--- src/rtl/line_buffer_ctrl.sv ---
// rtl/line_buffer_ctrl.sv - 4-line-buffer 3x3 window sequencer (option: LBC_INTR_STICKY_EN)
module line_buffer_ctrl #(
  parameter int IMAGE_WIDTH = 512,
  parameter int IW_BIT_NUM  = 9
) (
  input  logic       clk,
  input  logic       reset,
  input  logic       s_data_valid,
  input  logic [7:0] s_data,
  output logic       s_data_ready,
  output logic [3:0] lb_wr_en,
  output logic [7:0] lb_wr_data,
  output logic [3:0] lb_rd_en,
  output logic [1:0] lb_rd_sel,
  input  logic       m_data_ready,
  output logic       pixel_window_valid,
  output logic [2:0] fill_cnt,
  output logic       intr_out
);

  localparam logic [IW_BIT_NUM-1:0] LAST_PIX = IW_BIT_NUM'(IMAGE_WIDTH - 1);
  localparam logic [IW_BIT_NUM-1:0] PIX_ONE  = IW_BIT_NUM'(1);

  typedef enum logic {IDLE, READ} state_t;

  state_t                state, next_state;
  logic [1:0]            wr_sel;
  logic [IW_BIT_NUM-1:0] wr_pix_cnt;
  logic [IW_BIT_NUM-1:0] rd_pix_cnt;
  logic                  accept;
  logic                  row_written;
  logic                  advance;
  logic                  row_read;

  // Write side: a full set of four rows blocks the source
  assign s_data_ready = (fill_cnt != 3'd4);
  assign accept       = s_data_valid & s_data_ready;
  assign row_written  = accept && (wr_pix_cnt == LAST_PIX);
  assign lb_wr_en     = accept ? (4'b0001 << wr_sel) : 4'b0000;
  assign lb_wr_data   = s_data;
  assign row_read     = advance && (rd_pix_cnt == LAST_PIX);

  // Read FSM state register
  always_ff @(posedge clk) begin
    if (reset) state <= IDLE;
    else       state <= next_state;
  end

  // Read FSM next state and the three-row read enables around lb_rd_sel
  always_comb begin
    next_state = state;
    advance    = 1'b0;
    lb_rd_en   = 4'b0000;
    case (state)
      IDLE: begin
        if (fill_cnt >= 3'd3) next_state = READ;
      end
      READ: begin
        if (m_data_ready) begin
          advance = 1'b1;
          case (lb_rd_sel)
            2'd0:    lb_rd_en = 4'b0111;
            2'd1:    lb_rd_en = 4'b1110;
            2'd2:    lb_rd_en = 4'b1101;
            default: lb_rd_en = 4'b1011;
          endcase
          if (rd_pix_cnt == LAST_PIX) next_state = IDLE;
        end
      end
      default: next_state = IDLE;
    endcase
  end

  // Write pointer: column count and round-robin buffer select
  always_ff @(posedge clk) begin
    if (reset) begin
      wr_pix_cnt <= '0;
      wr_sel     <= 2'd0;
    end else if (accept) begin
      if (row_written) begin
        wr_pix_cnt <= '0;
        wr_sel     <= wr_sel + 2'd1;
      end else begin
        wr_pix_cnt <= wr_pix_cnt + PIX_ONE;
      end
    end
  end

  // Read pointer, window-valid (one-cycle buffer latency) and top-row select
  always_ff @(posedge clk) begin
    if (reset) begin
      rd_pix_cnt         <= '0;
      lb_rd_sel          <= 2'd0;
      pixel_window_valid <= 1'b0;
    end else begin
      pixel_window_valid <= advance;
      if (advance) begin
        if (row_read) begin
          rd_pix_cnt <= '0;
          lb_rd_sel  <= lb_rd_sel + 2'd1;
        end else begin
          rd_pix_cnt <= rd_pix_cnt + PIX_ONE;
        end
      end
    end
  end

  // Rows held: a simultaneous write and read leave the count unchanged
  always_ff @(posedge clk) begin
    if (reset) begin
      fill_cnt <= 3'd0;
    end else begin
      case ({row_written, row_read})
        2'b10:   fill_cnt <= fill_cnt + 3'd1;
        2'b01:   fill_cnt <= fill_cnt - 3'd1;
        default: fill_cnt <= fill_cnt;
      endcase
    end
  end

  // Row-freed interrupt: pulse, or level cleared by the next accepted pixel
  always_ff @(posedge clk) begin
    if (reset) begin
      intr_out <= 1'b0;
    end else begin
`ifdef LBC_INTR_STICKY_EN
      if (row_read)    intr_out <= 1'b1;
      else if (accept) intr_out <= 1'b0;
`else
      intr_out <= row_read;
`endif
    end
  end

endmodule

--- config.mk ---
export PLATFORM = sky130hd
export DESIGN_NAME = line_buffer_ctrl
export DESIGN_NICKNAME = d
export VERILOG_FILES = /design/src/rtl/line_buffer_ctrl.sv
export SDC_FILE = /design/constraint.sdc
export NUM_CORES = 1
export LEC_CHECK = 0
export CAP_MARGIN = 0
export CORE_MARGIN = 2
export CORE_UTILIZATION = 41
export CTS_BUF_LIST = sky130_fd_sc_hd__clkbuf_8
export CTS_CLUSTER_SIZE = 28
export DETAILED_ROUTE_END_ITERATION = 8
export PLACE_DENSITY_LB_ADDON = 0.2
export SETUP_SLACK_MARGIN = 0.5
export SLEW_MARGIN = 20
export SYNTH_ARGS = -nofsm -noshare
export SYNTH_HDL_FRONTEND = slang
export SYNTH_SLANG_ARGS = --single-unit
--- constraint.sdc ---
create_clock -name clk -period 2.7 [get_ports clk]
set_input_delay 0.27 -clock clk [delete_from_list [all_inputs] [get_ports clk]]
set_output_delay 0.27 -clock clk [all_outputs]
set_load 0.01 [all_outputs]
==> results by group <==
Run status
  • Outcome: complete, no violations

Floorplan
  • # rows: 22
  • Initial Utilization: 0.418
  • Die area: around 4200 um^2
  • Chip width: around 65 um
  • Boundary pin count: 36
  • Core area: between 3000 and 4000 um^2
  • Die height: between 60 and 70 um

Hold path
  • Hold WC Path Type: reg -> reg
  • Hold Startpoint: wr_pix_cnt[7]

Synth
  • Synth Flop Type: dfxtp_1
  • Most frequent cell after synthesis: dfxtp_1
  • Async set-or-reset flop fraction in the synthesized netlist: 0
  • Seq/Total Area, Yosys: 0.371
  • Syn_nets: approximately 200
  • Top cells by instance count after synthesis: dfxtp_1 (28), a21oi_1 (17), nor2_1 (15)
  • Yosys reg bits: 28
  • Mapped Avg Cell Area: 8.48 um^2
  • Post-synth EDFFs: 0
  • Share of the synthesized area in the top cell type: 0.371
  • Synth warn: 0
  • Area contributors post-synth: dfxtp_1 (37%), ha_1 (11%), a21oi_1 (5.6%)
  • Largest area contributor in the synthesized netlist: dfxtp_1
  • Synth unique cells: 33
  • Synth Instances: approximately 180
  • Cell Area, Synth: 1510 um^2

GRT
  • Global route overflow: 0
  • Pin count of the biggest net entering global routing: 21
  • Vias in the first global route: 1188
  • GRT Util Overall: 0.153
  • Met1 usage: 0.187
  • GRT met3 Usage: 0.0330
  • GR met2 Demand/Resource: 0.264
  • Most used routing layer: met2
  • Initial antenna violation count: 0
  • First-pass GRT wire length: between 5000 and 6000 um

Critical path
  • Setup CP Type: reg -> reg
  • Crit path capture type: flip-flop
  • Worst setup SP type: flip-flop
  • Worst r2r src: rd_pix_cnt[1]
  • Critical path peak fanout: 3
  • Setup crit start: rd_pix_cnt[1]
  • CP required: just under 3 ns
  • CP Data Arrival Time: ~2.4 ns

Drt
  • Avg WL per Cell: ~13 um
  • DR vias: 1278
  • Routed Antenna Nets: 0
  • Initial DRC Count: 60
  • Pre-Repair DR Iteration Count: 4
  • Via density: around 5.3
  • Wirelength, routed: 3010 um
  • DRC Markers: 0

Final layout
  • Number of diodes: 0
  • Storage cell area: 567 um^2
  • Fill count: between 300 and 400
  • Total Nets Final: around 220
  • Area of the multi-input gates: 856 um^2
  • Area grow syn2layout: 19.6%
  • Layout cells sized above 1: 0.131

STA
  • Slew headroom: 0.597
  • Highest clock rate: about 460 MHz
  • Final Setup Violations: 0
  • Final min period: 2.19 ns
  • RSZ-0062 raised after global routing: yes
  • Setup TNS: 0 ns
  • Measured slew at the worst slew-check pin: 0.600 ns
  • Final slew viol count: 0
  • Hold Vio Cnt, Final: 0
  • Worst Clk Skew: 0.00147 ns
  • Hold_ws: between 0.4 and 0.5 ns
  • Period utilization: 0.813

Clocking
  • Quantity of hold-fixing buffers added after cts: 0
  • Clk slew on worst S/H paths: 0.09 ns
  • CTS root buffer: clkbuf_8
  • Clock tree sinks: 28
  • Num CTS Buffers: 3
  • Skew-Pair Late Insertion Delay: approximately 0.27 ns
  • Clk buf depth: 2
  • H-tree levels: 1
  • TritonCTS clock tree: yes

Power
  • P_sw: between 100 and 150 uW
  • Internal cell power: 526 uW
  • PD cells: ~370 nW/um^2
  • Comb power frac: 0.044
  • Clk network pwr share: 0.330
  • Reg power frac: 0.626
  • LEAKAGE: approximately 0.00063 uW
  • Sw Share: 0.210
  • Worst VDD drop: ~0.17 mV

Placement
  • Count of input and output buffers: 19
  • Hpwl dp: ~2200 um
  • GPL Wtd Cong: 0.758

Job
  • Max cap viols: 0
[critical path, stage by stage (launching register included)]
cell,delay [ns]
dfxtp_2,0.36
ha_4,0.14
nand3_1,0.07
nor2_1,0.10
ha_2,0.22
nand3_4,0.07
inv_2,0.08
ha_4,0.13
inv_1,0.05
fa_2,0.33
xor2_1,0.16
or3_1,0.30
a21oi_1,0.12
[what timing repair did]
action,in CTS,in global routing
endpoints found under the setup margin,2,6
setup buffers,3,0
pin swaps,3,0
resized for setup,7,3
[logic make-up after synthesis]
| kind of cell | Yosys count | share of synthesized area |
|---|---|---|
| AOI/OAI and AO/OA | 40 | 0.155 |
| xor gates and xnor gates | 5 | 0.0290 |
| adders and majority gates | 14 | 0.121 |
| buffers and inverters | 28 | 0.0978 |
| DFF | 28 | 0.371 |
| muxes | 2 | 0.0133 |
| and+or+nand+nor | 61 | 0.212 |
[registers in the layout, indices dropped and copies added (netlist names)]
register,flops
pixel_window_valid,1
intr_out,1
state,1
wr_pix_cnt,9
fill_cnt,3
wr_sel,2
lb_rd_sel,2
rd_pix_cnt,9
[layout make-up]
cell class | count | share of cell area
Inverter | 14 | 0.0291
Timing Repair Buffer | 24 | 0.126
Clock buffer | 3 | 0.0229
Sequential cell | 28 | 0.314
Multi-Input combinational cell | 122 | 0.474
Tap cell | 48 | 0.0333
[path summary, 6_finish.rpt]
check | to | cells after the start | slack [ns]
worst max register to register | fill_cnt[2] | 12 | 0.51
worst max-delay path | fill_cnt[2] | 12 | 0.51
worst min register to register | wr_pix_cnt[7] | 2 | 0.48
worst min-delay path | wr_pix_cnt[7] | 2 | 0.48
[through the flow]
stage / utilization / power [uW] / setup WS, ns / cell area, um^2 / instances
floorplan: - / 456 / 0.518 / 1540 / 178
global placement: 0.473 / 454 / 0.352 / 1710 / 233
detailed placement: 0.473 / 455 / 0.300 / 1710 / 233
CTS: 0.499 / 675 / 0.501 / 1800 / 239
global route: 0.500 / 694 / 0.401 / 1800 / 239
finish: 0.500 / 666 / 0.506 / 1800 / 239
[power groups by stage]
stage                     Combinational, uW  Sequential (uW)  Clock, uW
final                                  29.1              417        220
after global routing                   32.7              417        244
after CTS                              29.1              417        229
after detailed placement               28.4              426          0
after global placement                 27.9              426          0
after floorplan                        29.6              426          0
[routing by layer]
metal | routed length [um] | part of all wire | vias up
met2 | 1470 | 0.49 | 16
met4 | 23 | 0.0076 | 0
met5 | 0 | 0 | -
li1 | - | - | 651
met3 | 86 | 0.029 | 2
met1 | 1430 | 0.47 | 609
[placed cells by master, fill, tap and decap left out, types with 2 or more instances in the layout]
master,count
and3_1,4
inv_2,2
buf_4,5
nand3_1,9
mux2i_1,2
xnor2_1,2
xor2_1,3
nand2b_1,2
dfxtp_2,5
or4_1,3
inv_1,12
or3_1,8
ha_4,2
o31ai_1,3
dfxtp_1,23
clkbuf_8,3
nor2_1,15
ha_1,8
o21ai_0,11
nand4_1,7
clkdlybuf4s50_1,19
o311ai_0,2
ha_2,3
nand2_1,7
a21oi_1,17
o41ai_1,2
(Power assumes the default switching activity.)
